[config.mk]
export PLATFORM = sky130hd
export DESIGN_NAME = bin_to_bcd_seq
export DESIGN_NICKNAME = d
export VERILOG_FILES = /design/src/rtl/vm_display_pkg.sv /design/src/rtl/bcd_add3.sv /design/src/rtl/bin_to_bcd_seq.sv
export SDC_FILE = /design/constraint.sdc
export NUM_CORES = 1
export LEC_CHECK = 0
export ABC_AREA = 0
export BUFFER_PORTS_ARGS = -buffer_cell sky130_fd_sc_hd__buf_2
export CAP_MARGIN = 20
export CORE_ASPECT_RATIO = 0.6
export CORE_UTILIZATION = 25
export CTS_CLUSTER_SIZE = 30
export DETAILED_ROUTE_END_ITERATION = 8
export PLACE_DENSITY = 0.4
export SYNTH_ARGS = -nofsm -noshare
export SYNTH_HDL_FRONTEND = slang
export SYNTH_SLANG_ARGS = --single-unit
[constraint.sdc]
create_clock -name clk -period 3.5 [get_ports clk]
set_input_delay 0.525 -clock clk [delete_from_list [all_inputs] [get_ports clk]]
set_output_delay 0.525 -clock clk [all_outputs]
set_load 0.005 [all_outputs]
[src/rtl/vm_display_pkg.sv]
// Shared definitions for the vending machine display path.
//   BCD_MAX         largest value representable on the 4-digit display
//   BLANK_CODE_DEF  default nibble for a blanked (dark) digit
//   OVF_CODE_DEF    default nibble shown on every digit on overflow
//   state_t         converter FSM encoding (IDLE -> SHIFT -> FORMAT)
package vm_display_pkg;

    localparam int         BCD_MAX        = 9999;
    localparam logic [3:0] BLANK_CODE_DEF = 4'hF;
    localparam logic [3:0] OVF_CODE_DEF   = 4'hE;

    typedef enum logic [1:0] {
        IDLE   = 2'd0,
        SHIFT  = 2'd1,
        FORMAT = 2'd2
    } state_t;

endpackage

[src/rtl/bcd_add3.sv]
// Double-dabble nibble correction: adds 3 to a BCD nibble that is 5 or more,
// so the following left shift carries correctly into the next decade.
//   d  in   4   accumulator nibble
//   q  out  4   corrected nibble
module bcd_add3 (
    input  logic [3:0] d,
    output logic [3:0] q
);

    always_comb begin
        q = d;
        if (d >= 4'd5) q = d + 4'd3;
    end

endmodule

[src/rtl/bin_to_bcd_seq.sv]
// Sequential binary-to-BCD converter (shift-add-3) for the display path.
// Converts a binary amount into four registered BCD digits with optional
// leading-zero blanking and overflow indication; outputs hold between conversions.
//   clk       in   1      system clock, rising edge
//   clr       in   1      asynchronous active-high reset
//   bin_in    in   BIN_W  unsigned value, sampled on an accepted start
//   start     in   1      conversion request, accepted when busy=0
//   blank_lz  in   1      leading-zero blanking enable, sampled with bin_in
//   busy      out  1      conversion in progress
//   done      out  1      one-cycle pulse when new digits are presented
//   ovf       out  1      last converted value exceeded 9999
//   dig3..0   out  4      thousands..units digit (dig3 leftmost)
module bin_to_bcd_seq
    import vm_display_pkg::*;
#(
    parameter int         BIN_W      = 14,
    parameter logic [3:0] BLANK_CODE = BLANK_CODE_DEF,
    parameter logic [3:0] OVF_CODE   = OVF_CODE_DEF
) (
    input  logic             clk,
    input  logic             clr,
    input  logic [BIN_W-1:0] bin_in,
    input  logic             start,
    input  logic             blank_lz,
    output logic             busy,
    output logic             done,
    output logic             ovf,
    output logic [3:0]       dig3,
    output logic [3:0]       dig2,
    output logic [3:0]       dig1,
    output logic [3:0]       dig0
);

    localparam int CNT_W = $clog2(BIN_W + 1);

    state_t             state;
    logic [CNT_W-1:0]   bit_cnt;
    logic [BIN_W-1:0]   shift_reg;
    logic [15:0]        bcd;
    logic [15:0]        bcd_adj;
    logic               blank_q;
    logic               ovf_q;

    for (genvar g = 0; g < 4; g++) begin : g_add3
        bcd_add3 u_add3 (
            .d (bcd[4*g +: 4]),
            .q (bcd_adj[4*g +: 4])
        );
    end

    // Final display formatting: overflow replaces every digit; otherwise a
    // digit is blanked only if it and all digits to its left are zero.
    function automatic logic [15:0] format_digits(input logic [15:0] b,
                                                  input logic        blank,
                                                  input logic        over);
        logic z3, z2, z1;
        if (over) return {4{OVF_CODE}};
        z3 = blank && (b[15:12] == 4'd0);
        z2 = z3 && (b[11:8] == 4'd0);
        z1 = z2 && (b[7:4] == 4'd0);
        return {z3 ? BLANK_CODE : b[15:12],
                z2 ? BLANK_CODE : b[11:8],
                z1 ? BLANK_CODE : b[7:4],
                b[3:0]};
    endfunction

    always_ff @(posedge clk or posedge clr) begin
        if (clr) begin
            state     <= IDLE;
            bit_cnt   <= '0;
            shift_reg <= '0;
            bcd       <= '0;
            blank_q   <= 1'b0;
            ovf_q     <= 1'b0;
            busy      <= 1'b0;
            done      <= 1'b0;
            ovf       <= 1'b0;
            dig3      <= 4'h0;
            dig2      <= 4'h0;
            dig1      <= 4'h0;
            dig0      <= 4'h0;
        end else begin
            done <= 1'b0;
            case (state)
                IDLE: begin
                    if (start) begin
                        shift_reg <= bin_in;
                        blank_q   <= blank_lz;
                        // zero-extend so the compare is safe for any BIN_W up to 16
                        ovf_q     <= (17'(bin_in) > 17'(BCD_MAX));
                        bcd       <= '0;
                        bit_cnt   <= CNT_W'(BIN_W);
                        busy      <= 1'b1;
                        state     <= SHIFT;
                    end
                end
                SHIFT: begin
                    // correct each nibble, then shift {bcd, shift_reg} left by one
                    bcd       <= {bcd_adj[14:0], shift_reg[BIN_W-1]};
                    shift_reg <= {shift_reg[BIN_W-2:0], 1'b0};
                    bit_cnt   <= bit_cnt - CNT_W'(1);
                    if (bit_cnt == CNT_W'(1)) state <= FORMAT;
                end
                FORMAT: begin
                    {dig3, dig2, dig1, dig0} <= format_digits(bcd, blank_q, ovf_q);
                    ovf   <= ovf_q;
                    done  <= 1'b1;
                    busy  <= 1'b0;
                    state <= IDLE;
                end
                default: state <= IDLE;
            endcase
        end
    end

endmodule
==> results of run 1 <==
## metal layers
metal / vias to the layer above / share of wire / global-route usage
met5: - / 0 / 0
met1: 980 / 0.55 / 0.190
met4: 0 / 0.015 / 0.0500
met2: 43 / 0.38 / 0.164
li1: 1038 / - / -
met3: 10 / 0.061 / 0.0476
## path summary, 6_finish.rpt
path                                           start                        to  slack [ns]  cells past startpoint
worst min register to register   dig3[2]$_DFFE_PP0P_       dig3[2]$_DFFE_PP0P_        0.46                      2
max in group asynchronous                        clr  shift_reg[5]$_DFFE_PP0P_        2.52                      3
worst max register to register  state[0]$_DFFE_PP0P_       dig1[1]$_DFFE_PP0P_        1.51                      5
min in group clk                            blank_lz       blank_q$_DFFE_PP0P_        0.42                      3
worst max-delay path            state[0]$_DFFE_PP0P_       dig1[1]$_DFFE_PP0P_        1.51                      5
worst min-delay path                             clr       dig3[1]$_DFFE_PP0P_        0.09                      2
## power by group
part,switching [W],internal [W],leakage (nW)
logic,0.000556,0.000451,0.691
registers,0.000201,0.000927,0.717
clock network,0.000290,0.000607,0.153
## logic make-up after synthesis
family          count (synthesis)  synth area share
compound gates                 69             0.167
simple gates                  106             0.184
fa+ha+maj                      13            0.0603
buf+inv                        26            0.0436
flops                          57             0.529
xor+xnor                        5            0.0162
## cell usage in the layout (no fill, tap or decap), types with 2 or more instances in the layout
cell       instances
nand3_1            2
o31ai_1            5
nand2b_1           5
xnor2_1            5
buf_4              2
o22ai_1            8
clkbuf_16          9
and3_1             3
nor2_1            35
a31oi_1           15
inv_1             11
inv_2              3
a32o_1             4
buf_2             36
dfrtp_1           57
nand2_1           44
clkbuf_1           2
o21ai_0           14
o22a_1             2
a221o_1            3
o32a_1             3
ha_1              13
clkbuf_8           3
a21oi_1           12
nor3b_1            4
nor3_1             4
## metrics by stage
stage               instance area (sq um)  setup WS, ns  hold WS, ns  utilization  instances
floorplan                            2700          1.58        0.438            -        276
finish                               3310          1.51       0.0908        0.325        453
global placement                     3000          1.51        0.438        0.295        437
detailed placement                   3000          1.54        0.442        0.295        437
CTS                                  3310          1.54       0.0841        0.325        453
global route                         3310          1.37       0.0950        0.325        453
## final cells by class
type | instances | area, sq um | area share
inverter | 14 | 52.6 | 0.0159
timing repair buffer | 38 | 195 | 0.0590
multi-input combinational | 193 | 1150 | 0.349
tap | 135 | 169 | 0.0511
clock buffer | 14 | 274 | 0.0829
sequential | 57 | 1430 | 0.431
clock inverter | 2 | 35.0 | 0.0106
==> results.md, run 1 <==
* Status: completed
* Number of flip-flops under the largest register name at 16
* Hold-fix buffers, CTS at 0
* Distinct cell type count after synthesis at 35
* Mapped Area at 0.00270 sq mm
* Crit path max fanout at 17
* Clk Latency, worst-skew pair at 0.33 ns
* CTS tree: yes
* CP arrival at 2.20 ns
* Flop and latch count out of synthesis at 57
* Cell mode on critical path: inv_2
* Clock sink count at 57
* Via Count at 2071
* F_max at 0.503 GHz
* Clock root cell: clkbuf_16
* Die area at 0.0112 sq mm
* Post-synthesis sequential area ratio at 0.529
* Area growth from synthesis to layout at 22.5%
* Worst endpoint required time at 3.71 ns
* Worst Hold Class: in -> async
* H-tree levels at 3
* Avg Inst Size Synth at 9.77 sq um
* P_leak at 1.56 nW
* Antenna-violating nets left at 0
* Layout fillers at 1083
* Core Area at 0.0102 sq mm
* Peak supply drop at 0.276 mV
* Final total power at 0.00303 W
* Worst-path clk slew at 0.05 ns
* Largest stage delay, worst path at around 0.43 ns
* Buffer count from post-CTS setup fixing at 0
* Largest net degree at the start of global routing at 50
* Initial antenna violation count at 0
* PortBufs at 36
* IO Pins at 37
* Most used DFF post-synth: dfrtp_1
* Max cap viols at 0
* Nets at between 300 and 400
* Slowest CP cell: dfrtp_1
* Clock Skew at slightly below 0.006 ns
* Final hold vios at 0
* Post-synth net total at 307
* Buf+Inv Stages, Crit Path at 2
* Fraction of layout instances using a drive strength above 1 at 0.192
* Post-CTS sizing at 0
* Total grt overflow at 0
* GP Congestion at 0.728
* Clock buffers created by TritonCTS at 9
* Initial core utilization at 0.266
* Gate Count Post-Synth at ~280
* Clock Path Buffers at 2
* PD cells at 917 mW/mm^2
* Slew @ Worst Pin at 0.888 ns
* Worst path cell trace: inv_2, nand2_1, inv_2, nand2_2, o32a_1
* TNS Setup at 0 ns
* Setup-failing EPs final at 0
* Synth Warn # at 0
* Antenna diodes at 0
* Area leader, netlist: dfrtp_1
* Die Ht at 82.5 um
* Residual DRC at 0
* Drt pass-1 iters at 4
* Most frequent cell after synthesis: dfrtp_1
* Row cnt at 28
* Unrepaired setup endpoints after global routing: no
* Synth area leaders: dfrtp_1 53%, nand2_1 6.1%, ha_1 6.0%
* Kind of critical path: reg -> reg
* Top delay family on crit path: buffers and inverters
* Die X at 136 um
* Number of synthesized flops with an enable pin at 0
* First-pass GRT wire length at approximately 11 mm
* Routed WL at 6.43 mm
* Period utilization at 0.568
* Vias in the first global route at just over 2000
* Post-synthesis async set-or-reset flop share at 1.00
* Commonest cells post-synth: 57 x dfrtp_1, 44 x nand2_1, 35 x nor2_1
* Wire length per cell at 14.2 um
* Via-to-Cell Ratio at 4.57
* Crit end category: flip-flop
* Drt initial violations at 97
* Period minus WS final at between 1.5 and 2 ns
* Gr usage total at 0.129
* Post-synth top area share at 0.529
* CP startpoint kind: flip-flop
* DP Wirelength at between 4 and 5 mm
* Max Slew Vio Count at 0
* Slew HR at 0.408
(Power assumes the default switching activity.)
==> run 2, diff against run 1 <==
--- a/config.mk
+++ b/config.mk
@@ -12,7 +12,7 @@
 export CORE_UTILIZATION = 25
 export CTS_CLUSTER_SIZE = 30
 export DETAILED_ROUTE_END_ITERATION = 8
-export PLACE_DENSITY = 0.4
+export PLACE_DENSITY = 0.42
 export SYNTH_ARGS = -nofsm -noshare
 export SYNTH_HDL_FRONTEND = slang
 export SYNTH_SLANG_ARGS = --single-unit
==> constraint.sdc (replaced) <==
create_clock -name clk -period 1.6 [get_ports clk]
set_input_delay 0.24 -clock clk [delete_from_list [all_inputs] [get_ports clk]]
set_output_delay 0.24 -clock clk [all_outputs]
set_load 0.005 [all_outputs]
==> run 2 against run 1 <==
The flow now finishes with violations (hold timing). Highest routed layer unchanged. Clock-buffer cell count down 2. Cell area up 2.7%. Via count up 2.6%. Worst hold slack worse by 0.11 ns. Wire length down 1.5%.
==> results.md, run 2 (synthesis gave the netlist of run 1 again) <==
* Final hold slack at -0.0190 ns (-0.110 ns)
* Post-layout util at 0.334 (+0.00887)
* Crit path max fanout at 4 (-13)
* Worst path cell trace: inv_1, ha_1, nor3b_2, and4_2, o32a_1
* Nets at 357 (+3.8%)
* DP Wirelength at 4.39 mm (-2.0%)
* Buffer count from post-CTS setup fixing at 0 (unchanged)
* Worst endpoint required time at 1.81 ns (-1.90 ns)
* Most common cell after layout, fill and taps aside: dfrtp_1
* Reg2reg setup slack at 0.08 ns (-1.43 ns)
* Routed WL at 6.34 mm (-1.5%)
* Die X at 136 um (unchanged)
* Slowest CP cell: dfrtp_1
* F_max at 0.660 GHz (+31%)
* Violated checks: hold timing
* Antenna diodes at 0 (unchanged)
* P_leak at 1.61 nW (+2.9%)
* Kind of critical path: reg -> reg
* Antenna-violating nets left at 0 (unchanged)
* Die Ht at 82.5 um (unchanged)
* Period minus WS final at 1.52 ns (-0.473 ns)
* H-tree levels at 3 (unchanged)
* Drt initial violations at 146 (+51%)
* Core Area at 0.0102 sq mm (unchanged)
* Max cap viols at 0 (unchanged)
* Vias in the first global route at 2015 (-0.20%)
* Clock Skew at 0.00664 ns (+0.000854 ns)
* Top Metal Used: met4
* Number of flip-flops under the largest register name at 16 (unchanged)
* Clock Path Buffers at 2 (unchanged)
* First-pass GRT wire length at 10.4 mm (-2.0%)
* PortBufs at 36 (unchanged)
* GP Congestion at 0.767 (+5.4%)
* CP arrival at 1.72 ns (-0.48 ns)
* DR WL met3 at 287 um (-26%)
* Drt pass-1 iters at 4 (unchanged)
* Peak supply drop at 0.647 mV (+130%)
* Setup-failing EPs final at 0 (unchanged)
* M1 WL at 3.40 mm (-3.4%)
* Slew HR at 0.658 (+0.250)
* Met2 wire len at 2.56 mm (+5.8%)
* Slew @ Worst Pin at 0.513 ns (-0.375 ns)
* Row cnt at 28 (unchanged)
* Hold-fix buffers, CTS at 0 (unchanged)
* Commonest non-fill, non-tap cells in the layout: 57 x dfrtp_1, 44 x nand2_1, 36 x buf_2, 34 x nor2_1, 15 x a31oi_1
* Final hold vios at 11 (+11)
* Gr usage total at 0.127 (-0.00141)
* Area growth from synthesis to layout at 25.9%
* Initial core utilization at 0.266 (unchanged)
* Buf+Inv Stages, Crit Path at 1 (-1)
* Worst Hold Class: in -> async
* Clock buffers created by TritonCTS at 9 (unchanged)
* Unrepaired setup endpoints after global routing: no
* Crit end category: flip-flop
* Fraction of layout instances using a drive strength above 1 at 0.239 (+0.0468)
* Wire length per cell at 13.6 um (-4.2%)
* Clk Latency, worst-skew pair at 0.33 ns (about the same)
* Die area at 0.0112 sq mm (unchanged)
* IO Pins at 37 (unchanged)
* CTS tree: yes
* CP startpoint kind: flip-flop
* Clock sink count at 57 (unchanged)
* Total grt overflow at 0 (unchanged)
* Largest net degree at the start of global routing at 58 (+16%)
* Initial antenna violation count at 0 (unchanged)
* Via Count at 2124 (+2.6%)
* Max Slew Vio Count at 0 (unchanged)
* Via-to-Cell Ratio at 4.56 (-0.30%)
* Clock root cell: clkbuf_16
* Residual DRC at 0 (unchanged)
* PD cells at 1920 mW/mm^2 (+110%)
* Period utilization at 0.947 (+0.379)
* Worst-path clk slew at 0.05 ns (about the same)
* Largest stage delay, worst path at 0.39 ns (-0.04 ns)
* Status: finished with violations
* Top delay family on crit path: simple AND/OR/NAND/NOR gates
* TNS Setup at 0 ns (unchanged)
## run 2: final timing paths
check                                            to                 from  cells after the start
max in group asynchronous        bcd[3]$_DFFE_PP0P_                  clr                      3
min in group clk                blank_q$_DFFE_PP0P_             blank_lz                      3
worst min-delay path            dig2[2]$_DFFE_PP0P_                  clr                      3
worst max-delay path            dig1[3]$_DFFE_PP0P_   bcd[4]$_DFFE_PP0P_                      5
worst max register to register  dig1[3]$_DFFE_PP0P_   bcd[4]$_DFFE_PP0P_                      5
worst min register to register  dig3[1]$_DFFE_PP0P_  dig3[1]$_DFFE_PP0P_                      2
## run 2: final cells by class
type / instances / area [sq um]
multi-input combinational: 193 / 1170
clock buffer: 12 / 236
clock inverter: 4 / 20.0
inverter: 14 / 56.3
fill: 1090 / 6760
tap: 135 / 169
sequential: 57 / 1430
timing repair buffer: 51 / 318
## run 2: layer usage
metal | vias to the layer above | global-route usage
li1 | 1067 | -
met1 | 1006 | 0.178
met3 | 9 | 0.0495
met2 | 42 | 0.173
met5 | - | 0
met4 | 0 | 0.0500
## run 2: per-stage QoR
step / cells / power [W] / setup WS, ns / cell area [sq um]
CTS: 466 / 0.00658 / 0.0265 / 3380
detailed placement: 450 / 0.00486 / 0.0356 / 3120
floorplan: 276 / 0.00410 / 0.176 / 2700
global placement: 450 / 0.00488 / 0.0585 / 3120
finish: 466 / 0.00652 / 0.0843 / 3400
global route: 466 / 0.00710 / 0.00686 / 3400
## run 2: tightest hold or removal path: stages
cell	delay, ns
buf_2	0.11
clkinvlp_4	0.07
buf_12	0.27
## run 2: repair_timing
item | CTS | global route
hold endpoints to repair | 0 | 0
endpoints found under the setup margin | 0 | 14
gates resized for setup | 0 | 9
## run 2: report_power, final
part	switching, W	internal, W	total, W
clock	0.000619	0.00103	0.00165
combinational	0.00127	0.00114	0.00241
sequential	0.000431	0.00203	0.00246
total	0.00232	0.00420	0.00652
==> run 3, diff against run 2 <==
--- a/config.mk
+++ b/config.mk
@@ -7,9 +7,9 @@
 export LEC_CHECK = 0
 export ABC_AREA = 0
 export BUFFER_PORTS_ARGS = -buffer_cell sky130_fd_sc_hd__buf_2
-export CAP_MARGIN = 20
 export CORE_ASPECT_RATIO = 0.6
 export CORE_UTILIZATION = 25
+export CTS_BUF_LIST = sky130_fd_sc_hd__clkbuf_8
 export CTS_CLUSTER_SIZE = 30
 export DETAILED_ROUTE_END_ITERATION = 8
 export PLACE_DENSITY = 0.42
==> run 3 against run 2 <==
The flow now finishes without violations. Non-clock buffer count is 2 higher. Register-to-register slack hardly changed. Sequential share of layout area is 1.1 points higher. Critical path type unchanged.
==> results.md, run 3 (synthesis gave the netlist of run 1 again) <==
* GP Congestion at 0.767 (unchanged)
* Post-layout util at 0.326 (-0.00825)
* Slew @ Worst Pin at 0.535 ns (+0.0223 ns)
* PD cells at 1800 mW/mm^2 (-6.1%)
* Max cap viols at 0 (unchanged)
* Die Ht at 82.5 um (unchanged)
* Gr usage total at 0.126 (-0.00122)
* DP Wirelength at 4.39 mm (unchanged)
* Die area at 0.0112 sq mm (unchanged)
* Slowest CP cell: dfrtp_1
* Worst path cell trace: inv_2, ha_1, and4bb_2, and4_2, o32a_1
* Antenna-violating nets left at 0 (unchanged)
* Residual DRC at 0 (unchanged)
* CP startpoint kind: flip-flop
* PnR worst setup slack at 0.0821 ns (-0.00220 ns)
* Slew HR at 0.643 (-0.0149)
* Clock buffers created by TritonCTS at 9 (unchanged)
* Final hold vios at 0 (-11)
* Period utilization at 0.949 (+0.00137)
* Largest stage delay, worst path at 0.38 ns (about the same)
* Largest net degree at the start of global routing at 58 (unchanged)
* Initial antenna violation count at 0 (unchanged)
* Crit path max fanout at 4 (unchanged)
* Initial core utilization at 0.266 (unchanged)
* R2R Path End: dig1[3]$_DFFE_PP0P_
* Total grt overflow at 0 (unchanged)
* Fraction of layout instances using a drive strength above 1 at 0.240 (+0.00157)
* Wire length per cell at 13.6 um (+0.34%)
* First-pass GRT wire length at 10.3 mm (-0.86%)
* IO Pins at 37 (unchanged)
* Setup-failing EPs final at 0 (unchanged)
* Drt pass-1 iters at 4 (unchanged)
* Top delay family on crit path: simple AND/OR/NAND/NOR gates
* Period minus WS final at 1.52 ns (+0.00220 ns)
* Drt initial violations at 138 (-5.5%)
* Kind of critical path: reg -> reg
* Worst Reg2Reg Path Length in Cells at 5 (unchanged)
* Nets at 359 (+0.56%)
* Unrepaired setup endpoints after global routing: no
* DP Worst Slack at 0.0356 ns (unchanged)
* Clk Latency, worst-skew pair at 0.35 ns (+0.02 ns)
* Peak supply drop at 0.475 mV (-27%)
* PortBufs at 36 (unchanged)
* Most common cell after layout, fill and taps aside: dfrtp_1
* CTS tree: yes
* Clock Skew at 0.00974 ns (+0.00309 ns)
* Placed cell area at 0.00312 sq mm (unchanged)
* F_max at 0.659 GHz (-0.14%)
* Row cnt at 28 (unchanged)
* Area growth from synthesis to layout at 22.8%
* Worst Hold Class: in -> reg
* Routed WL at 6.39 mm (+0.77%)
* Design area at 0.00331 sq mm (-2.5%)
* Crit end category: flip-flop
* Antenna diodes at 0 (unchanged)
* CP arrival at 1.75 ns (+0.03 ns)
* Die X at 136 um (unchanged)
* TNS Setup at 0 ns (unchanged)
* Termination of the worst setup path: dig1[3]$_DFFE_PP0P_
* Crit. path cell count at 5 (unchanged)
* Reg2reg setup slack at 0.08 ns (about the same)
* Worst-path clk slew at 0.06 ns (about the same)
* Reg2reg start: bcd[12]$_DFFE_PP0P_
* Commonest non-fill, non-tap cells in the layout: 57 x dfrtp_1, 44 x nand2_1, 36 x buf_2, 34 x nor2_1, 15 x a31oi_1
* Clock root cell: clkbuf_8
* P_leak at 1.58 nW (-1.5%)
* Crit. Startpoint: bcd[12]$_DFFE_PP0P_
* Core Area at 0.0102 sq mm (unchanged)
* Vias in the first global route at 1996 (-0.94%)
* Number of flip-flops under the largest register name at 16 (unchanged)
* Worst endpoint required time at 1.83 ns (+0.02 ns)
* Status: completed
* Max Slew Vio Count at 0 (unchanged)
* Via Count at 2131 (+0.33%)
* H-tree levels at 3 (unchanged)
* Clock Path Buffers at 2 (unchanged)
* Via-to-Cell Ratio at 4.55 (about the same)
* Clock sink count at 57 (unchanged)
* Buf+Inv Stages, Crit Path at 1 (unchanged)
-- run 3: changes by cell type in the layout (fill, tap and decap cells not counted) --
cell	before	now
buf_4	13	14
clkbuf_1	3	0
clkbuf_16	9	0
clkbuf_8	0	9
dlygate4sd3_1	0	1
inv_1	10	13
-- run 3: area by class of cell --
class	count	area, sq um
fillers	1102	6850
flip-flops and latches	57	1430
multi-input cells	193	1170
repair buffers	53	335
well taps	135	169
clock buffers	9	124
inverters	14	56.3
clock inverters	7	31.3
-- run 3: worst min path at each step --
stage	startpoint	to	slack, ns	cells after the start
5_1_grt	blank_lz	blank_q$_DFFE_PP0P_	0.10	3
3_5_place_dp	clr	dig2[2]$_DFFE_PP0P_	0.35	3
6_report	blank_lz	blank_q$_DFFE_PP0P_	0.11	3
4_1_cts	bin_in[0]	shift_reg[0]$_DFFE_PP0P_	0.09	2
2_1_floorplan	clr	bcd[0]$_DFFE_PP0P_	0.33	1
3_3_place_gp	clr	dig3[0]$_DFFE_PP0P_	0.35	3
-- run 3: per-stage QoR --
step	cells	hold slack [ns]	total power [W]
global route	468	0.102	0.00654
floorplan	276	0.327	0.00410
finish	468	0.108	0.00597
detailed placement	450	0.352	0.00486
global placement	450	0.349	0.00488
CTS	467	0.0882	0.00601
-- run 3: routing by layer --
metal / up-vias / global-route usage / wire length [um]
met4: 0 / 0.0467 / 68
met2: 37 / 0.171 / 2640
met3: 8 / 0.0495 / 304
li1: 1067 / - / -
met1: 1019 / 0.177 / 3370
met5: - / 0 / 0
-- run 3: worst reg2reg max path, cell delays in order, from the launching register on --
cell	delay, ns
dfrtp_1	0.38
inv_2	0.07
ha_1	0.19
and4bb_2	0.25
and4_2	0.25
o32a_1	0.28
-- run 3: timing repair --
| item | CTS | global route |
|---|---|---|
| buffers inserted | 0 | 1 |
| endpoints found under the setup margin | 0 | 14 |
| hold buffers | 1 | 0 |
| hold endpoints to repair | 57 | 0 |
| gates resized for setup | 0 | 9 |
-- run 3: power breakdown --
| part | leakage [nW] | internal, W | total, W | switching, W |
|---|---|---|---|---|
| combinational | 0.769 | 0.00116 | 0.00243 | 0.00127 |
| sequential | 0.717 | 0.00202 | 0.00245 | 0.000428 |
| clock | 0.0963 | 0.000532 | 0.00109 | 0.000562 |
| total | 1.58 | 0.00371 | 0.00597 | 0.00226 |
